===== src/rtl/buzzer_pkg.sv =====
// Shared definitions for the buzzer arbitration slice: state encoding,
// requester indices and the pad's silent level.
package buzzer_pkg;

    typedef enum logic [1:0] {
        IDLE  = 2'd0,
        GRANT = 2'd1,
        GAP   = 2'd2
    } state_t;

    localparam int REQ_SOS   = 0;
    localparam int REQ_ALARM = 1;
    localparam int REQ_KEY   = 2;

    localparam logic PIN_SILENT = 1'b1;

    // The pad is considered owned (or cooling down) outside IDLE.
    function automatic logic is_busy(input state_t s);
        return (s == GRANT) || (s == GAP);
    endfunction

endpackage


===== src/rtl/ms_timer.sv =====
// Millisecond timebase: a tick counter wrapping at T1MS and a saturating
// 11-bit millisecond count, both restarted by a synchronous clear.
module ms_timer #(
    parameter logic [15:0] T1MS = 16'd49_999
) (
    input  logic        clk,
    input  logic        rst,
    input  logic        clr,
    output logic        tick,
    output logic [10:0] ms_count
);

    logic [15:0] tick_count;

    // tick is high during the last cycle of each millisecond
    assign tick = (tick_count == T1MS);

    always_ff @(posedge clk or posedge rst) begin
        if (rst) begin
            tick_count <= '0;
            ms_count   <= '0;
        end else if (clr) begin
            tick_count <= '0;
            ms_count   <= '0;
        end else if (tick) begin
            tick_count <= '0;
            if (ms_count != 11'h7ff) begin
                ms_count <= ms_count + 11'd1;
            end
        end else begin
            tick_count <= tick_count + 16'd1;
        end
    end

endmodule


===== src/rtl/buzzer_arbiter.sv =====
// Fixed-priority, non-preemptive owner selection for the shared active-low
// buzzer pad, with a watchdog on each grant and a silent gap between owners.
module buzzer_arbiter
    import buzzer_pkg::*;
#(
    parameter int          NUM_REQ = 3,
    parameter logic [15:0] T1MS    = 16'd49_999,
    parameter logic [10:0] GAP_MS  = 11'd20,
    parameter logic [10:0] MAX_MS  = 11'd1000
) (
    input  logic               CLK,
    input  logic               RST,
    input  logic [NUM_REQ-1:0] Req,
    input  logic [NUM_REQ-1:0] Pin_Req,
    output logic [NUM_REQ-1:0] Grant,
    output logic               Pin_Out,
    output logic               Busy,
    output logic               Timeout
);

    state_t             state;
    state_t             state_next;
    logic [NUM_REQ-1:0] lock;
    logic [NUM_REQ-1:0] lock_next;
    logic [NUM_REQ-1:0] grant_next;
    logic [NUM_REQ-1:0] eligible;
    logic [NUM_REQ-1:0] pick;
    logic               pin_next;
    logic               timeout_next;
    logic               owner_req;
    logic               owner_pin;

    logic               tick;
    logic               clr;
    logic [10:0]        ms_count;
    logic [11:0]        ms_reach;
    logic               gap_done;
    logic               max_hit;

    ms_timer #(
        .T1MS(T1MS)
    ) u_ms_timer (
        .clk     (CLK),
        .rst     (RST),
        .clr     (clr),
        .tick    (tick),
        .ms_count(ms_count)
    );

    // ms_reach is the count the timer will hold after this edge, so a limit of
    // N ms ends a state after exactly N*(T1MS+1) cycles; a limit of 0 ends it
    // after one cycle.
    assign ms_reach = {1'b0, ms_count} + {11'd0, tick};
    assign gap_done = (ms_reach >= {1'b0, GAP_MS});
    assign max_hit  = (ms_reach >= {1'b0, MAX_MS});

    assign eligible  = Req & ~lock;
    assign owner_req = |(Grant & Req);
    assign owner_pin = |(Grant & Pin_Req);

    always_comb begin
        pick = '0;
        for (int i = NUM_REQ - 1; i >= 0; i--) begin
            if (eligible[i]) begin
                pick    = '0;
                pick[i] = 1'b1;
            end
        end
    end

    always_comb begin
        state_next   = state;
        grant_next   = Grant;
        pin_next     = PIN_SILENT;
        timeout_next = 1'b0;
        lock_next    = lock & Req;
        case (state)
            IDLE: begin
                grant_next = '0;
                if (|eligible) begin
                    state_next = GRANT;
                    grant_next = pick;
                end
            end
            GRANT: begin
                // A dropped request wins over a simultaneous watchdog expiry.
                if (!owner_req) begin
                    state_next = GAP;
                    grant_next = '0;
                end else if (max_hit) begin
                    state_next   = GAP;
                    grant_next   = '0;
                    timeout_next = 1'b1;
                    lock_next    = (lock & Req) | Grant;
                end else begin
                    pin_next = owner_pin;
                end
            end
            GAP: begin
                grant_next = '0;
                if (gap_done) begin
                    state_next = IDLE;
                end
            end
            default: begin
                state_next = IDLE;
                grant_next = '0;
            end
        endcase
    end

    // Every state change restarts the timebase so no partial ms carries over.
    assign clr = (state_next != state);

    always_ff @(posedge CLK or posedge RST) begin
        if (RST) begin
            state   <= IDLE;
            Grant   <= '0;
            Pin_Out <= PIN_SILENT;
            Timeout <= 1'b0;
            lock    <= '0;
        end else begin
            state   <= state_next;
            Grant   <= grant_next;
            Pin_Out <= pin_next;
            Timeout <= timeout_next;
            lock    <= lock_next;
        end
    end

    assign Busy = is_busy(state);

endmodule


===== config.mk =====
export PLATFORM = sky130hd
export DESIGN_NAME = buzzer_arbiter
export DESIGN_NICKNAME = d
export VERILOG_FILES = /design/src/rtl/buzzer_pkg.sv /design/src/rtl/ms_timer.sv /design/src/rtl/buzzer_arbiter.sv
export SDC_FILE = /design/constraint.sdc
export NUM_CORES = 1
export LEC_CHECK = 0
export ABC_AREA = 1
export BUFFER_PORTS_ARGS = -buffer_cell sky130_fd_sc_hd__buf_4
export CORE_MARGIN = 3
export CORE_UTILIZATION = 51
export CTS_BUF_LIST = sky130_fd_sc_hd__clkbuf_4 sky130_fd_sc_hd__clkbuf_8 sky130_fd_sc_hd__clkbuf_16
export CTS_CLUSTER_SIZE = 16
export DETAILED_ROUTE_END_ITERATION = 8
export PLACE_DENSITY = 0.81
export SKIP_CTS_REPAIR_TIMING = 1
export SYNTH_ARGS = -nofsm -noshare
export SYNTH_HDL_FRONTEND = slang
export SYNTH_SLANG_ARGS = --single-unit

===== constraint.sdc =====
create_clock -name CLK -period 7 [get_ports CLK]
set_input_delay 1.05 -clock CLK [delete_from_list [all_inputs] [get_ports CLK]]
set_output_delay 1.05 -clock CLK [all_outputs]
set_load 0.02 [all_outputs]

==> results of run 1 <==
==> routing by layer <==
metal / share of wire (%) / track usage [%] / wire, um
met4: 2.0 / 8.249 / 86
met2: 47 / 30.29 / 2068
met3: 4.2 / 3.694 / 185
met1: 46 / 24.56 / 2015
met5: 0 / 0 / 0
==> through the flow <==
stage,total power (W),area (um^2)
final,0.0006384,2542
after global routing,0.0006908,2542
after CTS,0.0006488,2542
after detailed placement,0.0004997,2456
after global placement,0.0004956,2456
after floorplan,0.0004681,2311
==> power groups by stage <==
| stage | clock [W] | sequential [W] | combinational, W |
|---|---|---|---|
| finish | 0.000143 | 0.000246 | 0.000249 |
| detailed placement | 0 | 0.000250 | 0.000250 |
| global route | 0.000159 | 0.000248 | 0.000283 |
| global placement | 0 | 0.000249 | 0.000246 |
| CTS | 0.000150 | 0.000246 | 0.000253 |
| floorplan | 0 | 0.000254 | 0.000214 |
==> registers in the layout, indices dropped and copies added (netlist names) <==
register / flops
Pin_Out: 1
lock: 3
u_ms_timer.tick_count: 16
u_ms_timer.ms_count: 11
state: 2
Grant: 3
Timeout: 1
==> path summary, 6_finish.rpt <==
| check | cells after the start | slack [ns] | startpoint | to |
|---|---|---|---|---|
| min in group asynchronous | 3 | 0.88 | RST | u_ms_timer.tick_count[6]$_DFF_PP0_ |
| setup reg to reg | 20 | 3.77 | u_ms_timer.tick_count[0]$_DFF_PP0_ | u_ms_timer.tick_count[11]$_DFF_PP0_ |
| max in group asynchronous | 3 | 5.77 | RST | Pin_Out$_DFF_PP1_ |
| hold reg to reg | 2 | 0.51 | lock[0]$_DFF_PP0_ | lock[0]$_DFF_PP0_ |
| hold / removal | 2 | 0.51 | lock[0]$_DFF_PP0_ | lock[0]$_DFF_PP0_ |
| setup / recovery | 20 | 3.77 | u_ms_timer.tick_count[0]$_DFF_PP0_ | u_ms_timer.tick_count[11]$_DFF_PP0_ |
==> layout make-up <==
class,instances,area [um^2]
Sequential cell,37,927.1
Clock buffer,6,76.32
Multi-Input combinational cell,224,1189
Fill cell,369,1630
Tap cell,50,62.56
Inverter,46,172.7
Clock inverter,2,10.01
Timing Repair Buffer,14,105.1
==> cell usage after synthesis <==
cell,number
nor2_4,4
dfrtp_1,36
a22o_1,1
ha_1,8
nand2_1,75
a21oi_1,3
nand3_2,2
nor2_2,12
inv_1,46
o21ai_0,14
nor3_1,6
nand4_1,9
nand2_4,1
nor2_1,39
buf_6,2
dfstp_2,1
nand3_1,23
o211ai_1,1
xor2_1,12
nand3b_1,1
xnor2_1,3
mux2i_1,1
a31oi_1,1
or2_2,3
nand2_2,4
or4_1,1
==> logic make-up (layout without fill, tap and decap cells) <==
group	after synthesis	count (layout)
adders and majority gates	8	8
xor gates and xnor gates	15	15
AOI/OAI and AO/OA	20	20
DFF	37	37
muxes	1	1
buffers and inverters	48	68
and+or+nand+nor	180	180
==> worst register-to-register path: stages, from the launching register on <==
cell and delay [ns]:
dfrtp_1 0.35, ha_1 0.19, nand3_1 0.14, nor2_1 0.12
nand2_1 0.18, inv_1 0.14, ha_1 0.26, ha_1 0.24
inv_1 0.09, nor2_4 0.13, nand2_1 0.07, xor2_1 0.17
nor2_1 0.07, nand2_1 0.11, nand3_2 0.14, nand3_2 0.11
nand2_1 0.07, nand2_1 0.09, nand2_2 0.06, nand2_4 0.27
nor2_1 0.10
==> metrics.yaml, run 1 <==
slew_headroom_pct: 69.39
fin_skew_ns: 0.005599
max-cap-violations: 0
grt_max_degree: 38
clk_pin_slew_worst_paths_ns: 0.07
fp-row-count: 23
synth_top_family_by_area: "simple AND/OR/NAND/NOR gates"
seq_power_share_pct: 38.5
crit_path_max_fanout: 27
yosysTopAreaCell: "dfrtp_1"
syn_nets: 325
antenna_found_initial: 0
cp-start-kind: "flop"
cpMaxStageDelayCell: "dfrtp_1"
synth_area_um2: 2311
layout_setup_ws_ns: 3.773
ys_ff_latch: 37
max_freq_mhz: 309.9
synth-xor-area-share_pct: 5.685
numCtsBuffers: 5
critPathRequiredTime_ns: 7.16
crit_arrival_ns: 3.39
wl_per_cell_um: 11.49
layout_commonest_cell: "nand2_1"
vias: 1918
hpwlAfterDp_um: 3328
die_height_um: 73.32
rsz0062_at_grt: "no"
tns_ns: 0
fin_cells: 379
synth_top_cell_area_share_pct: 38.98
routed_wirelength_um: 4355
path_delay_family: "simple AND/OR/NAND/NOR gates"
firstDrtPassIters: 4
grt_first_pass_wirelength_um: 7859
cts_buffer_depth: 2
h-tree-depth: 2
ys_types: 26
drt_iter0_markers: 122
layout_common_cells: "nand2_1 (75), inv_1 (46), nor2_1 (39)"
crit_type: "flop to flop"
syn_area_per_cell_um2: 7.479
power.density_nw_per_um2: 251.1
dieArea_um2: 5375
power_frac_clock_pct: 22.4
grt_pass1_vias: 1873
p_sw_share_pct: 40.87
vias_per_cell: 5.061
layout.nets: 344
slew_violations: 0
peakVddDrop_v: 0.0001926
tritoncts: "yes"
synthMuxAreaShare_pct: 0.4331
gp_congestion: 0.8478
seq_area_frac_synth_pct: 40.12
synthCells: 309
drc_errors: 0
ios: 14
synth_fa_ha_area_share_pct: 4.331
final_util_pct: 60.93
holdCritPathClass: "flop to flop"
leakagePower_nw: 1.185
fp.dieW_um: 73.32
core_area_um2: 4173
synth_warnings: 0
grtUsageTotal_pct: 18.79
grt-ovfl-total: 0
dpl.cell_count: 371
cp_num_buf_inv: 2
max_stage_delay_ns: 0.35
endpoint_kind: "flop"
ant_nets: 0
diodes: 0
cts_sinks: 37
critical_path.cell_chain: "ha_1 > nand3_1 > nor2_1 > nand2_1 > inv_1 > ha_1 > ha_1 > inv_1 > nor2_4 > nand2_1 > xor2_1 > nor2_1 > nand2_1 > nand3_2 > nand3_2 > nand2_1 > nand2_1 > nand2_2 > nand2_4 > nor2_1"
place_ws_ns: 3.798
power_switching_w: 0.0002609
cts_root_buf: "clkbuf_8"
drive_above_1_share_pct: 14.89
setup_viol: 0
p_comb_share_pct: 39.1
worstMarginPinSlew_ns: 0.4591
final-hold-violation-count: 0
hold_slack_ns: 0.5089
synthTopCellsByArea: "dfrtp_1 (39%), nand2_1 (12%), inv_1 (7.5%), nor2_1 (6.3%), nand3_1 (5.0%)"
synthSimpleGateAreaFrac_pct: 36.33
period_minus_slack_ns: 3.227
numPortBuffers: 13
areaGrowthSynthToFinish_pct: 10.02
synth-compound-area-share_pct: 4.656
fin_crit_sh_pct: 46.09
cpMostUsedCell: "nand2_1"
insertion_delay_ns: 0.29
intPower_w: 0.0003775
start_util_pct: 55.38
status: "finished, final reports clean"
No activity file was read; power rests on OpenSTA's default activity.
==> run 2, diff against run 1 <==
Clock period 7 ns to 3.1 ns, I/O delays scaled along.
==> run 2 against run 1 <==
Against the previous run: clock skew grew 0.0046 ns; core utilization grew 1.9 points; die area is the same.
==> metrics.yaml, run 2 (synthesis results as in run 1) <==
setup_viol: 0  # unchanged
worstMarginPinSlew_ns: 0.4595  # +0.0004210 ns
slew_violations: 0  # unchanged
h-tree-depth: 2  # unchanged
grt-ovfl-total: 0  # unchanged
cp-start-kind: "flop"
grt_first_pass_wirelength_um: 8128  # +3.4%
largest_reg_flops: 16  # unchanged
wl_per_cell_um: 12.71  # +11%
status: "finished, final reports clean"
power.density_nw_per_um2: 626.6  # +150%
gp_congestion: 0.8536  # +0.68%
tns_ns: 0  # unchanged
routed-wl-met2_um: 2486  # +20%
largest-register: "u_ms_timer.tick_count"
fin_skew_ns: 0.01017  # +0.004575 ns
grtUsageTotal_pct: 19.35  # +0.56 points
max-cap-violations: 0  # unchanged
hpwlAfterDp_um: 3455  # +3.8%
ios: 14  # unchanged
numPortBuffers: 13  # unchanged
leakagePower_nw: 1.199  # +1.1%
layout_commonest_cell: "nand2_1"
fp.dieW_um: 73.32  # unchanged
insertion_delay_ns: 0.29  # about the same
layout_common_cells: "nand2_1 (74), inv_1 (44), dfrtp_1 (36), nor2_1 (36), nand3_1 (22)"
antenna_found_initial: 0  # unchanged
start_util_pct: 55.38  # unchanged
grt_pass1_vias: 1909  # +1.9%
max_stage_delay_ns: 0.35  # about the same
diodes: 0  # unchanged
drive_above_1_share_pct: 17.82  # +2.9 points
max_freq_mhz: 352.1  # +14%
met1_length_um: 2113  # +4.9%
critical_path.cell_chain: "ha_1 > nand3_2 > nor2_1 > nand2_1 > inv_1 > ha_1 > ha_2 > inv_1 > nor2_4 > nand2_1 > xor2_1 > nor2_1 > nand2_2 > nand3_4 > nand3_2 > nand2_1 > nand2_1 > nand2_4 > nand2_8 > nor2_1"
routed_wirelength_um: 4844  # +11%
tritoncts: "yes"
slew_headroom_pct: 69.36  # about the same
numCtsBuffers: 5  # unchanged
dieArea_um2: 5375  # unchanged
fp-row-count: 23  # unchanged
critPathRequiredTime_ns: 3.32  # -3.84 ns
period_minus_slack_ns: 2.840  # -0.3863 ns
holdCritPathClass: "input pin to asynchronous set/reset pin"
crit_arrival_ns: 3.06  # -0.33 ns
endpoint_kind: "flop"
nFillCells: 370  # +0.27%
drt_iter0_markers: 89  # -27%
cpMaxStageDelayCell: "dfrtp_1"
reg.largest.list: "u_ms_timer.tick_count x16, u_ms_timer.ms_count x11"
p_total_w: 0.001642  # +160%
cts_sinks: 37  # unchanged
wl_met3_um: 160  # -14%
vias: 1955  # +1.9%
core_area_um2: 4173  # unchanged
cts_buffer_depth: 2  # unchanged
final-hold-violation-count: 0  # unchanged
crit_type: "flop to flop"
die_height_um: 73.32  # unchanged
fin_crit_sh_pct: 91.62  # +46 points
multi_input_area_um2: 1247  # +4.9%
cpMostUsedCell: "nand2_1"
firstDrtPassIters: 4  # unchanged
layout.nets: 347  # +0.87%
areaGrowthSynthToFinish_pct: 13.37
drc_errors: 0  # unchanged
dr.max_layer_used: "met4"
regArea_um2: 927.1  # unchanged
ant_nets: 0  # unchanged
grt_max_degree: 38  # unchanged
crit_path_max_fanout: 13  # -52%
peakVddDrop_v: 0.0003574  # +86%
vias_per_cell: 5.131  # +1.4%
clk_pin_slew_worst_paths_ns: 0.07  # about the same
cts_root_buf: "clkbuf_8"
run 2: cell count changes in the layout (fill, tap and decap cells not counted):
cell and delta:
ha_2 +1, inv_1 -2, nand2_8 +2, ha_1 -1, nand3_4 +1, clkbuf_8 +1
nor2_2 +3, nor2_1 -3, inv_2 +2, clkinv_2 -2, buf_4 +2, nand2_1 -1
nand3_1 -1
run 2: layout make-up:
type                       instances  area share (%)
multi-input combinational        225           47.61
sequential                        37           35.39
timing repair buffer              16           4.585
clock buffer                       7           3.438
inverter                          46           6.590
tap                               50           2.388
run 2: layer usage:
layer | track usage [%] | up-vias
li1 | - | 1016
met1 | 23.16 | 906
met2 | 33.86 | 23
met3 | 4.651 | 10
met4 | 6.640 | 0
met5 | 0 | -
run 2: where the power goes:
| group | switching [W] | total, W | internal [W] |
|---|---|---|---|
| Combinational | 0.000520 | 0.000738 | 0.000218 |
| Sequential | 0.0000344 | 0.000557 | 0.000523 |
| Clock | 0.000161 | 0.000346 | 0.000185 |
| Total | 0.000716 | 0.00164 | 0.000926 |
run 2: critical path: cells and delay by family, from the launching register on:
family | cells | cell delay [ns]
xor gates and xnor gates | 1 | 0.15
DFF | 1 | 0.35
adders and majority gates | 3 | 0.59
and+or+nand+nor | 14 | 1.48
buffers and inverters | 2 | 0.16
run 2: final timing paths:
| kind | start | endpoint | slack [ns] | depth (start not counted) |
|---|---|---|---|---|
| max | u_ms_timer.tick_count[1]$_DFF_PP0_ | u_ms_timer.ms_count[8]$_DFFE_PP0P_ | 0.26 | 20 |
| max reg2reg | u_ms_timer.tick_count[1]$_DFF_PP0_ | u_ms_timer.ms_count[8]$_DFFE_PP0P_ | 0.26 | 20 |
| min | RST | Grant[1]$_DFFE_PP0P_ | 0.29 | 3 |
| max in group asynchronous | RST | Pin_Out$_DFF_PP1_ | 2.47 | 3 |
| min reg2reg | lock[0]$_DFF_PP0_ | lock[0]$_DFF_PP0_ | 0.50 | 2 |
| min in group CLK | Pin_Req[2] | Pin_Out$_DFF_PP1_ | 0.40 | 3 |
run 2: per-stage QoR:
step	setup WS, ns	instance area [um^2]	hold slack (ns)	cells	utilization (%)
floorplan	0.2846	2311	0.4517	309	-
global placement	0.2857	2471	0.4802	373	59.22
detailed placement	0.1038	2471	0.4886	373	59.22
CTS	0.07753	2561	0.3027	380	61.38
global route	-0.01861	2620	0.3364	381	62.79
finish	0.2597	2620	0.2924	381	62.79
==> run 3, diff against run 2 <==
Clock period 3.1 ns to 3.5 ns, I/O delays scaled along.
==> run 3 against run 2 <==
Against the previous run: count of clock-buffer cells in the layout is 1 lower; fmax down 11%; wire length is 8.8% lower; via count decreased by 1.5%; critical path type unchanged; critical endpoint is now u_ms_timer.tick_count[11]$_DFF_PP0_; largest cell class unchanged.
==> metrics.yaml, run 3 (synthesis results as in run 1) <==
power_switching_w: 0.0005184  # -28%
routed-wl-met2_um: 2142  # -14%
power.density_nw_per_um2: 499.7  # -20%
largest-register: "u_ms_timer.tick_count"
cp-start-kind: "flop"
layout_common_cells: "nand2_1 (74), inv_1 (46), nor2_1 (39)"
layout.nets: 344  # -0.86%
areaGrowthSynthToFinish_pct: 10.23
cts_buffer_depth: 2  # unchanged
core_area_um2: 4173  # unchanged
p_sw_share_pct: 40.72  # -2.9 points
vias: 1925  # -1.5%
crit_path_max_fanout: 27  # +14
max_freq_mhz: 314.5  # -11%
ant_nets: 0  # unchanged
period_minus_slack_ns: 3.180  # +0.3397 ns
slew_violations: 0  # unchanged
holdCritPathClass: "input pin to asynchronous set/reset pin"
critPathRequiredTime_ns: 3.66  # +0.34 ns
status: "finished, final reports clean"
grtUsageTotal_pct: 18.77  # -0.58 points
worstMarginPinSlew_ns: 0.4524  # -0.007079 ns
drive_above_1_share_pct: 15.50  # -2.3 points
gp_congestion: 0.8478  # -0.68%
peakVddDrop_v: 0.0003509  # -1.8%
leakagePower_nw: 1.183  # -1.3%
met1_length_um: 2075  # -1.8%
max_stage_delay_ns: 0.35  # about the same
dr.max_layer_used: "met4"
final_area_um2: 2547  # -2.8%
numCtsBuffers: 5  # unchanged
setup_viol: 0  # unchanged
fin_skew_ns: 0.003950  # -0.006224 ns
slew_headroom_pct: 69.84  # +0.47 points
clk_pin_slew_worst_paths_ns: 0.07  # about the same
placed_area_um2: 2456  # -0.61%
grt_first_pass_wirelength_um: 7838  # -3.6%
fin_crit_sh_pct: 90.86  # -0.76 points
firstDrtPassIters: 4  # unchanged
wl_per_cell_um: 11.66  # -8.3%
ff2ff_path_depth: 20  # unchanged
die_height_um: 73.32  # unchanged
grt_pass1_vias: 1876  # -1.7%
drc_errors: 0  # unchanged
intPower_w: 0.0007545  # -19%
hold_slack_ns: 0.3612  # +0.06878 ns
final-hold-violation-count: 0  # unchanged
start_util_pct: 55.38  # unchanged
ff2ff_setup_slack_ns: 0.32  # +0.06 ns
diodes: 0  # unchanged
cpMostUsedCell: "nand2_1"
grt-ovfl-total: 0  # unchanged
cpMaxStageDelayCell: "dfrtp_1"
cts_sinks: 37  # unchanged
numPortBuffers: 13  # unchanged
routed_wirelength_um: 4420  # -8.8%
ios: 14  # unchanged
critPathLaunch: "u_ms_timer.tick_count[0]$_DFF_PP0_"
worstReg2RegStart: "u_ms_timer.tick_count[0]$_DFF_PP0_"
power_frac_clock_pct: 22.5  # +1.4 points
fp.dieW_um: 73.32  # unchanged
grt_max_degree: 38  # unchanged
wl_met3_um: 123  # -23%
max-cap-violations: 0  # unchanged
crit_type: "flop to flop"
drt_iter0_markers: 112  # +26%
h-tree-depth: 2  # unchanged
critical_path.cell_chain: "ha_1 > nand3_1 > nor2_1 > nand2_2 > inv_1 > ha_2 > ha_1 > inv_1 > nor2_4 > nand2_1 > xor2_1 > nor2_1 > nand2_1 > nand3_2 > nand3_2 > nand2_1 > nand2_1 > nand2_2 > nand2_4 > nor2_1"
layout_commonest_cell: "nand2_1"
vias_per_cell: 5.079  # -1.0%
insertion_delay_ns: 0.28  # about the same
cts_root_buf: "clkbuf_8"
endpoint_kind: "flop"
reg.largest.list: "u_ms_timer.tick_count x16, u_ms_timer.ms_count x11"
seq_power_share_pct: 38.5  # +4.6 points
largest_reg_flops: 16  # unchanged
fp-row-count: 23  # unchanged
tritoncts: "yes"
crit_arrival_ns: 3.34  # +0.28 ns
hpwlAfterDp_um: 3357  # -2.8%
antenna_found_initial: 0  # unchanged
p_comb_share_pct: 39.0  # -6.0 points
dieArea_um2: 5375  # unchanged
[run 3: cell count changes in the layout (fill, tap and decap cells not counted), moves of 2 or more]
cell	delta
inv_2	-2
nor2_1	+3
nand2_8	-2
buf_4	-2
nor2_2	-3
inv_1	+2
clkinv_2	+2
[run 3: cell type report]
class / instances / area [um^2]
fill: 370 / 1625
clock buffer: 6 / 76.32
multi-input combinational: 224 / 1194
timing repair buffer: 14 / 105.1
sequential: 37 / 927.1
clock inverter: 2 / 10.01
inverter: 46 / 172.7
tap: 50 / 62.56
[run 3: power by group through the flow]
stage,combinational (W),sequential [W],clock [W]
3_3_place_gp,0.000493,0.000498,0
2_1_floorplan,0.000428,0.000508,0
3_5_place_dp,0.000501,0.000499,0
6_report,0.000496,0.000491,0.000286
4_1_cts,0.000507,0.000491,0.000299
5_1_grt,0.000560,0.000496,0.000322
[run 3: stage by stage]
step | utilization [%] | setup slack (ns) | std cells | total power (W) | TNS, ns
2_1_floorplan | - | 0.6846 | 309 | 0.0009361 | 0
3_3_place_gp | 58.86 | 0.4571 | 371 | 0.0009912 | 0
3_5_place_dp | 58.86 | 0.2732 | 371 | 0.001000 | 0
4_1_cts | 60.93 | 0.2363 | 379 | 0.001297 | 0
5_1_grt | 61.05 | -0.01915 | 379 | 0.001378 | -0.03660
6_report | 61.05 | 0.3200 | 379 | 0.001273 | 0
[run 3: worst max-delay path, delay by kind of cell (launching register included)]
family	cells	cell delay [ns]
adder cells (fa/ha/maj)	3	0.63
flip-flops	1	0.35
buffers and inverters	2	0.20
AND/OR/NAND/NOR	14	1.66
XOR/XNOR	1	0.18
[run 3: final timing paths]
check                                                      end
hold / removal                              state[1]$_DFF_PP0_
max in group asynchronous                    Pin_Out$_DFF_PP1_
hold reg to reg                              lock[0]$_DFF_PP0_
setup reg to reg           u_ms_timer.tick_count[11]$_DFF_PP0_
min in group CLK                             Pin_Out$_DFF_PP1_
setup / recovery           u_ms_timer.tick_count[11]$_DFF_PP0_
[run 3: layer usage]
metal  track usage (%)  up-vias
li1                  -     1003
met1             23.81      886
met2             31.38       30
met3             3.283        6
met4             8.249        0
met5                 0        -
